<file path="config.mk">
export PLATFORM = sky130hd
export DESIGN_NAME = round_key_sequencer_flat
export DESIGN_NICKNAME = d
export VERILOG_FILES = /design/src/rtl/round_key_sequencer_if.sv /design/src/rtl/round_key_sequencer.sv /design/src/flat_wrapper.sv
export SDC_FILE = /design/constraint.sdc
export NUM_CORES = 1
export LEC_CHECK = 0
export ABC_AREA = 1
export CAP_MARGIN = 20
export CORE_AREA = 5 5 117 146
export CTS_CLUSTER_DIAMETER = 40
export DETAILED_ROUTE_END_ITERATION = 10
export DIE_AREA = 0 0 122 151
export PLACE_DENSITY = 0.78
export RECOVER_POWER = 25
export SLEW_MARGIN = 20
export SYNTH_ARGS = -nofsm -noshare
export SYNTH_HDL_FRONTEND = slang
export SYNTH_SLANG_ARGS = --single-unit
export TNS_END_PERCENT = 50
</file>
<file path="constraint.sdc">
create_clock -name Clk -period 1.7 [get_ports Clk]
set_input_delay 0.51 -clock Clk [delete_from_list [all_inputs] [get_ports Clk]]
set_output_delay 0.51 -clock Clk [all_outputs]
set_load 0.02 [all_outputs]
</file>
<file path="src/rtl/round_key_sequencer_if.sv">
// Round-key sequencer bus: control, Key_Scheduler link and round-key output channel.
// Latency: n/a (signal bundle only).
// Backpressure: RkValid/RkReady handshake on the round-key channel.
//
// master : the sequencer (drives KsEn/KsSelKey, RkKey/RkIdx/RkValid/RkLast, Busy/Done/Err)
// slave  : the environment (drives Start/Dir, KsKey/KsRy, RkReady)
interface round_key_sequencer_if;
    logic         Start;
    logic         Dir;
    logic         KsEn;
    logic [3:0]   KsSelKey;
    logic [127:0] KsKey;
    logic         KsRy;
    logic [127:0] RkKey;
    logic [3:0]   RkIdx;
    logic         RkValid;
    logic         RkReady;
    logic         RkLast;
    logic         Busy;
    logic         Done;
    logic         Err;

    modport master (
        input  Start, Dir, KsKey, KsRy, RkReady,
        output KsEn, KsSelKey, RkKey, RkIdx, RkValid, RkLast, Busy, Done, Err
    );

    modport slave (
        output Start, Dir, KsKey, KsRy, RkReady,
        input  KsEn, KsSelKey, RkKey, RkIdx, RkValid, RkLast, Busy, Done, Err
    );
endinterface

</file>
<file path="src/rtl/round_key_sequencer.sv">
// Walks Key_Scheduler SelKey through rounds 0..NUM_ROUNDS (or reverse), captures each Key, presents it downstream.
// Latency: first key SEL_SETTLE clocks after KsRy-driven select; one key per SEL_SETTLE+1 clocks with RkReady held.
// Backpressure: RkKey/RkIdx/RkLast hold with RkValid until RkReady; KsRy loss returns to EXPAND, same round.
//
// Ports: Clk (rising edge), Rst (async, active-low), bus (round_key_sequencer_if.master).
// Optional build macro KEY_RETAIN_EN: keep KsEn high after the first expansion and skip
// EXPAND on Start when KsRy is already high.
module round_key_sequencer #(
    parameter int NUM_ROUNDS = 10,
    parameter int SEL_SETTLE = 2,
    parameter int RY_TIMEOUT = 255
) (
    input  logic                  Clk,
    input  logic                  Rst,
    round_key_sequencer_if.master bus
);
    localparam int TMO_W = $clog2(RY_TIMEOUT + 1);
    localparam int SET_W = (SEL_SETTLE > 1) ? $clog2(SEL_SETTLE) : 1;

    localparam logic [3:0]       LAST_UP = 4'(NUM_ROUNDS);
    localparam logic [TMO_W-1:0] TMO_END = TMO_W'(RY_TIMEOUT - 1);
    localparam logic [SET_W-1:0] SET_END = SET_W'(SEL_SETTLE - 1);

    typedef enum logic [2:0] {
        ST_IDLE,
        ST_EXPAND,
        ST_SELECT,
        ST_PRESENT,
        ST_DONE
    } state_t;

    state_t             state_q,   state_d;
    logic               dir_q,     dir_d;
    logic [3:0]         idx_q,     idx_d;
    logic [TMO_W-1:0]   tmo_q,     tmo_d;
    logic [SET_W-1:0]   set_q,     set_d;
    logic               ks_en_q,   ks_en_d;
    logic [3:0]         sel_q,     sel_d;
    logic [127:0]       rk_key_q,  rk_key_d;
    logic [3:0]         rk_idx_q,  rk_idx_d;
    logic               rk_vld_q,  rk_vld_d;
    logic               rk_last_q, rk_last_d;
    logic               busy_q,    busy_d;
    logic               done_q,    done_d;
    logic               err_q,     err_d;
`ifdef KEY_RETAIN_EN
    logic               retain_q,  retain_d;
`endif

    logic               ks_en_rest;   // KsEn level outside an active sequence
    logic [3:0]         start_idx;
    logic [3:0]         idx_step;
    logic               is_last;
    logic               xfer;

    always_comb begin
        state_d   = state_q;
        dir_d     = dir_q;
        idx_d     = idx_q;
        tmo_d     = tmo_q;
        set_d     = set_q;
        ks_en_d   = ks_en_q;
        sel_d     = sel_q;
        rk_key_d  = rk_key_q;
        rk_idx_d  = rk_idx_q;
        rk_vld_d  = rk_vld_q;
        rk_last_d = rk_last_q;
        done_d    = 1'b0;
        err_d     = 1'b0;
`ifdef KEY_RETAIN_EN
        retain_d   = retain_q;
        ks_en_rest = retain_q;
`else
        ks_en_rest = 1'b0;
`endif
        start_idx = bus.Dir ? LAST_UP : 4'd0;
        idx_step  = dir_q ? (idx_q - 4'd1) : (idx_q + 4'd1);
        is_last   = dir_q ? (idx_q == 4'd0) : (idx_q == LAST_UP);
        xfer      = rk_vld_q & bus.RkReady;

        case (state_q)
            ST_IDLE: begin
                if (bus.Start) begin
                    dir_d   = bus.Dir;
                    idx_d   = start_idx;
                    ks_en_d = 1'b1;
                    tmo_d   = '0;
                    state_d = ST_EXPAND;
`ifdef KEY_RETAIN_EN
                    // Schedule is still expanded from a previous run: go straight to selection.
                    if (retain_q && bus.KsRy) begin
                        sel_d   = start_idx;
                        set_d   = '0;
                        state_d = ST_SELECT;
                    end
`endif
                end
            end
            ST_EXPAND: begin
                if (bus.KsRy) begin
                    sel_d   = idx_q;
                    set_d   = '0;
                    state_d = ST_SELECT;
`ifdef KEY_RETAIN_EN
                    retain_d = 1'b1;
`endif
                end else if (tmo_q == TMO_END) begin
                    // Err rises on the RY_TIMEOUT-th edge after entering EXPAND.
                    err_d   = 1'b1;
                    ks_en_d = ks_en_rest;
                    tmo_d   = '0;
                    state_d = ST_IDLE;
                end else begin
                    tmo_d = tmo_q + 1'b1;
                end
            end
            ST_SELECT: begin
                if (!bus.KsRy) begin
                    tmo_d   = '0;
                    state_d = ST_EXPAND;
                end else if (set_q == SET_END) begin
                    rk_key_d  = bus.KsKey;
                    rk_idx_d  = idx_q;
                    rk_vld_d  = 1'b1;
                    rk_last_d = is_last;
                    state_d   = ST_PRESENT;
                end else begin
                    set_d = set_q + 1'b1;
                end
            end
            ST_PRESENT: begin
                if (xfer) begin
                    // A transfer wins over a simultaneous KsRy loss: advance first.
                    rk_vld_d  = 1'b0;
                    rk_last_d = 1'b0;
                    if (rk_last_q) begin
                        done_d  = 1'b1;
                        state_d = ST_DONE;
                    end else begin
                        idx_d   = idx_step;
                        sel_d   = idx_step;
                        set_d   = '0;
                        tmo_d   = '0;
                        state_d = bus.KsRy ? ST_SELECT : ST_EXPAND;
                    end
                end else if (!bus.KsRy) begin
                    rk_vld_d  = 1'b0;
                    rk_last_d = 1'b0;
                    tmo_d     = '0;
                    state_d   = ST_EXPAND;
                end
            end
            ST_DONE: begin
                ks_en_d = ks_en_rest;
                state_d = ST_IDLE;
            end
            default: begin
                state_d = ST_IDLE;
            end
        endcase

        busy_d = (state_d != ST_IDLE);
    end

    always_ff @(posedge Clk or negedge Rst) begin
        if (!Rst) begin
            state_q   <= ST_IDLE;
            dir_q     <= 1'b0;
            idx_q     <= '0;
            tmo_q     <= '0;
            set_q     <= '0;
            ks_en_q   <= 1'b0;
            sel_q     <= '0;
            rk_key_q  <= '0;
            rk_idx_q  <= '0;
            rk_vld_q  <= 1'b0;
            rk_last_q <= 1'b0;
            busy_q    <= 1'b0;
            done_q    <= 1'b0;
            err_q     <= 1'b0;
`ifdef KEY_RETAIN_EN
            retain_q  <= 1'b0;
`endif
        end else begin
            state_q   <= state_d;
            dir_q     <= dir_d;
            idx_q     <= idx_d;
            tmo_q     <= tmo_d;
            set_q     <= set_d;
            ks_en_q   <= ks_en_d;
            sel_q     <= sel_d;
            rk_key_q  <= rk_key_d;
            rk_idx_q  <= rk_idx_d;
            rk_vld_q  <= rk_vld_d;
            rk_last_q <= rk_last_d;
            busy_q    <= busy_d;
            done_q    <= done_d;
            err_q     <= err_d;
`ifdef KEY_RETAIN_EN
            retain_q  <= retain_d;
`endif
        end
    end

    assign bus.KsEn     = ks_en_q;
    assign bus.KsSelKey = sel_q;
    assign bus.RkKey    = rk_key_q;
    assign bus.RkIdx    = rk_idx_q;
    assign bus.RkValid  = rk_vld_q;
    assign bus.RkLast   = rk_last_q;
    assign bus.Busy     = busy_q;
    assign bus.Done     = done_q;
    assign bus.Err      = err_q;
endmodule

</file>
<file path="src/flat_wrapper.sv">
// flat-port wrapper written by rule: the top's interface ports become plain ports
module round_key_sequencer_flat 
#(
    parameter int NUM_ROUNDS = 10,
    parameter int SEL_SETTLE = 2,
    parameter int RY_TIMEOUT = 255
)
  (Clk, Rst, bus_Start, bus_Dir, bus_KsKey, bus_KsRy, bus_RkReady, bus_KsEn, bus_KsSelKey, bus_RkKey, bus_RkIdx, bus_RkValid, bus_RkLast, bus_Busy, bus_Done, bus_Err);
  round_key_sequencer_if bus_i ();
  input  logic Clk;
  input  logic Rst;
  input wire logic [$bits(bus_i.Start)-1:0] bus_Start;
  input wire logic [$bits(bus_i.Dir)-1:0] bus_Dir;
  input wire logic [$bits(bus_i.KsKey)-1:0] bus_KsKey;
  input wire logic [$bits(bus_i.KsRy)-1:0] bus_KsRy;
  input wire logic [$bits(bus_i.RkReady)-1:0] bus_RkReady;
  output wire logic [$bits(bus_i.KsEn)-1:0] bus_KsEn;
  output wire logic [$bits(bus_i.KsSelKey)-1:0] bus_KsSelKey;
  output wire logic [$bits(bus_i.RkKey)-1:0] bus_RkKey;
  output wire logic [$bits(bus_i.RkIdx)-1:0] bus_RkIdx;
  output wire logic [$bits(bus_i.RkValid)-1:0] bus_RkValid;
  output wire logic [$bits(bus_i.RkLast)-1:0] bus_RkLast;
  output wire logic [$bits(bus_i.Busy)-1:0] bus_Busy;
  output wire logic [$bits(bus_i.Done)-1:0] bus_Done;
  output wire logic [$bits(bus_i.Err)-1:0] bus_Err;
  assign bus_i.Start = bus_Start;
  assign bus_i.Dir = bus_Dir;
  assign bus_i.KsKey = bus_KsKey;
  assign bus_i.KsRy = bus_KsRy;
  assign bus_i.RkReady = bus_RkReady;
  assign bus_KsEn = bus_i.KsEn;
  assign bus_KsSelKey = bus_i.KsSelKey;
  assign bus_RkKey = bus_i.RkKey;
  assign bus_RkIdx = bus_i.RkIdx;
  assign bus_RkValid = bus_i.RkValid;
  assign bus_RkLast = bus_i.RkLast;
  assign bus_Busy = bus_i.Busy;
  assign bus_Done = bus_i.Done;
  assign bus_Err = bus_i.Err;
  round_key_sequencer #(.NUM_ROUNDS(NUM_ROUNDS), .SEL_SETTLE(SEL_SETTLE), .RY_TIMEOUT(RY_TIMEOUT)) u_core (.Clk(Clk), .Rst(Rst), .bus(bus_i));
endmodule
</file>
==> metrics.txt <==
post-CTS setup buffer count 0; P_leak 5.65 nW; Synthesis Warnings 0; Final GP Congestion 0.880; CTS clk-pin slew, worst paths 70 ps; largest net degree at the start of global routing 54; Worst EP required 1190 ps; final hold violations 0; via count 5997; clock sinks 159; net switching power 0.00697 W; worst vdd ir 0.906 mV; diode count 0; Clock power frac 21.9%; core region area 0.0155 mm^2; count of final setup violators 0; library cells used by synthesis 24; EDFF count, synth 0; number of H-tree levels 4; Ports 276; f_max 0.598 GHz; Seq/Total Area, Yosys 60.9%; Clock Latency Late Sink 420 ps; Synth top area share 60.9%; Setup CP Type reg -> out; measured slew at the worst slew-check pin 895 ps; Die X 122 um; crit share post-route 98.4%; Reg area 0.00398 mm^2; fin cells 1306; asr flop ratio synth 100%; CP Capture Type output pin; clock root cell clkbuf_16; Top FF cell, synth dfrtp_1; vias per inst 4.59; Die Footprint 0.0184 mm^2; global-route usage over all layers 23.1%; Slew Limit Fails 0; vias in the first global route 6165; initial antenna violation count 0; Worst path top cell family by delay flip-flops; Setup Skew 5.31 ps; CP Max Fanout 2; Routed WL 20.7 mm; combinational share of power 42.0%; CTS tree yes; final global-route overflow total 0; Bufs on Longest Clock Path 2; share of cells above drive strength 1 8.41%; Routed wire per std cell 15.9 um; Synth area leader dfrtp_1; Cells after DPL 1273; Synthesized Nets 921; Sw Share 40.3%; minimum hold slack 470 ps; Die Height 151 um; area of the multi-input gates 0.00230 mm^2; Sequential Power Share 36.1%; dpl hpwl 15.6 mm; number of remaining DRC errors 0; utilization after layout 66.3%; Critical Path Start Type register; PwrDens 1680 mW/mm^2; Mean Syn Cell Area 8.36 um^2; synthesis-to-layout area growth 57.5%; Final #Nets 1221; first-pass GRT wire length 32.5 mm; max_slew headroom 40.4%; post-route ant nets 0; top post-synthesis cells by area dfrtp_1 (61%), nand2_1 (26%), nand3_1 (1.9%), inv_1 (1.8%), nor2_1 (1.5%); # port buffers 275; Int Pwr 0.0103 W; # rows 51; Starting Density 42.1%; maxcap violations 0; count of buffer and inverter cells on the critical path 1; Synth Instances 781; Synth top cells by count nand2_1 (455), dfrtp_1 (159), inv_1 (31); status finished clean; Yosys reg bits 159; Worst path max stage delay 370 ps; synthesized cell area 0.00653 mm^2; setup_tns 0 ps; TritonCTS buffer count 17; Crit-path slowest cell dfrtp_1; initial drt markers 338; crit path DAT 1160 ps; CP Cell Sequence dlygate4sd2_1; min Tclk post-route 1670 ps; most numerous cell in the Yosys netlist nand2_1; Tightest Hold Check Type reg -> reg; fillers 1312; 1st-pass router iterations 5
==> timing repair <==
item / in CTS / in global routing
hold buffers: 1 / 0
hold endpoints to repair: 27 / 0
endpoints found under the setup margin: 149 / 35
resized for setup: 152 / 37
==> power groups by stage <==
| stage | logic [W] | clock network [W] | registers (W) |
|---|---|---|---|
| after global routing | 0.00792 | 0.00403 | 0.00646 |
| after floorplan | 0.00214 | 0 | 0.00797 |
| after CTS | 0.00735 | 0.00387 | 0.00623 |
| after detailed placement | 0.00833 | 0 | 0.00627 |
| final | 0.00726 | 0.00380 | 0.00625 |
| after global placement | 0.00820 | 0 | 0.00627 |
==> cell usage in the layout, fill, tap and decap left out, drive strengths merged, types with 3 or more instances in the layout <==
cell           count
clkdlybuf4s50    132
dfrtp            159
ha                 5
clkbuf            28
nand3             25
inv               39
o21ai             16
a21oi             14
nand2            455
dlygate4sd2      112
buf               36
clkinv             3
clkdlybuf4s15     23
nor2              28
nand4              4
==> cells by family (layout without fill, tap and decap cells) <==
group,Yosys count,in the layout,synth area share [%]
compound gates,34,34,2.76
xor+xnor,1,1,0.134
fa+ha+maj,6,6,1.26
buf+inv,64,377,4.12
flops,159,159,60.9
simple gates,517,517,30.8
==> cell type report <==
cell class,count,share of cell area [%]
sequential,159,38.7
timing repair buffer,312,29.3
multi-input combinational,558,22.4
clock buffer,20,4.54
tap,212,2.58
inverter,33,1.23
clock inverter,12,1.19
==> per-layer routing <==
metal / track usage, % / vias up / part of all wire, %
li1: - / 2983 / -
met1: 26.0 / 2764 / 37
met2: 39.2 / 209 / 51
met3: 9.23 / 41 / 8.7
met4: 8.97 / 0 / 3.1
met5: 0 / - / 0
==> metrics by stage <==
| stage | worst slack [ps] | cell area, um^2 | total power, W |
|---|---|---|---|
| 4_1_cts | 0.888 | 10300 | 0.0174 |
| 3_3_place_gp | -196 | 9850 | 0.0145 |
| 6_report | 27.7 | 10300 | 0.0173 |
| 3_5_place_dp | -228 | 9850 | 0.0146 |
| 5_1_grt | -1.98 | 10300 | 0.0184 |
| 2_1_floorplan | 182 | 6530 | 0.0101 |
==> registers in the layout, summed over array words and instances, names as in the netlist <==
register and flops:
u_core.bus.Busy 1, u_core.bus.KsEn 1, u_core.state_q 3, u_core.bus.Done 1
u_core.bus.RkValid 1, u_core.bus.Err 1, u_core.bus.RkLast 1, u_core.bus.RkKey 128
u_core.dir_q 1, u_core.idx_q 4, u_core.tmo_q 8, u_core.set_q 1
u_core.bus.KsSelKey 4, u_core.bus.RkIdx 4
==> final timing paths <==
kind	from	to	slack, ps	cells past startpoint
max	u_core.bus.RkKey[85]	bus_RkKey[85]	30	1
min	u_core.bus.RkKey[107]	u_core.bus.RkKey[107]	470	2
max reg2reg	u_core.idx_q[1]	u_core.bus.KsSelKey[1]	120	6
min reg2reg	u_core.bus.RkKey[107]	u_core.bus.RkKey[107]	470	2
max in group asynchronous	Rst	u_core.bus.RkKey[22]	200	3
min in group asynchronous	Rst	u_core.bus.RkKey[8]	750	2
Note: power is estimated with default switching activity, not from simulation.
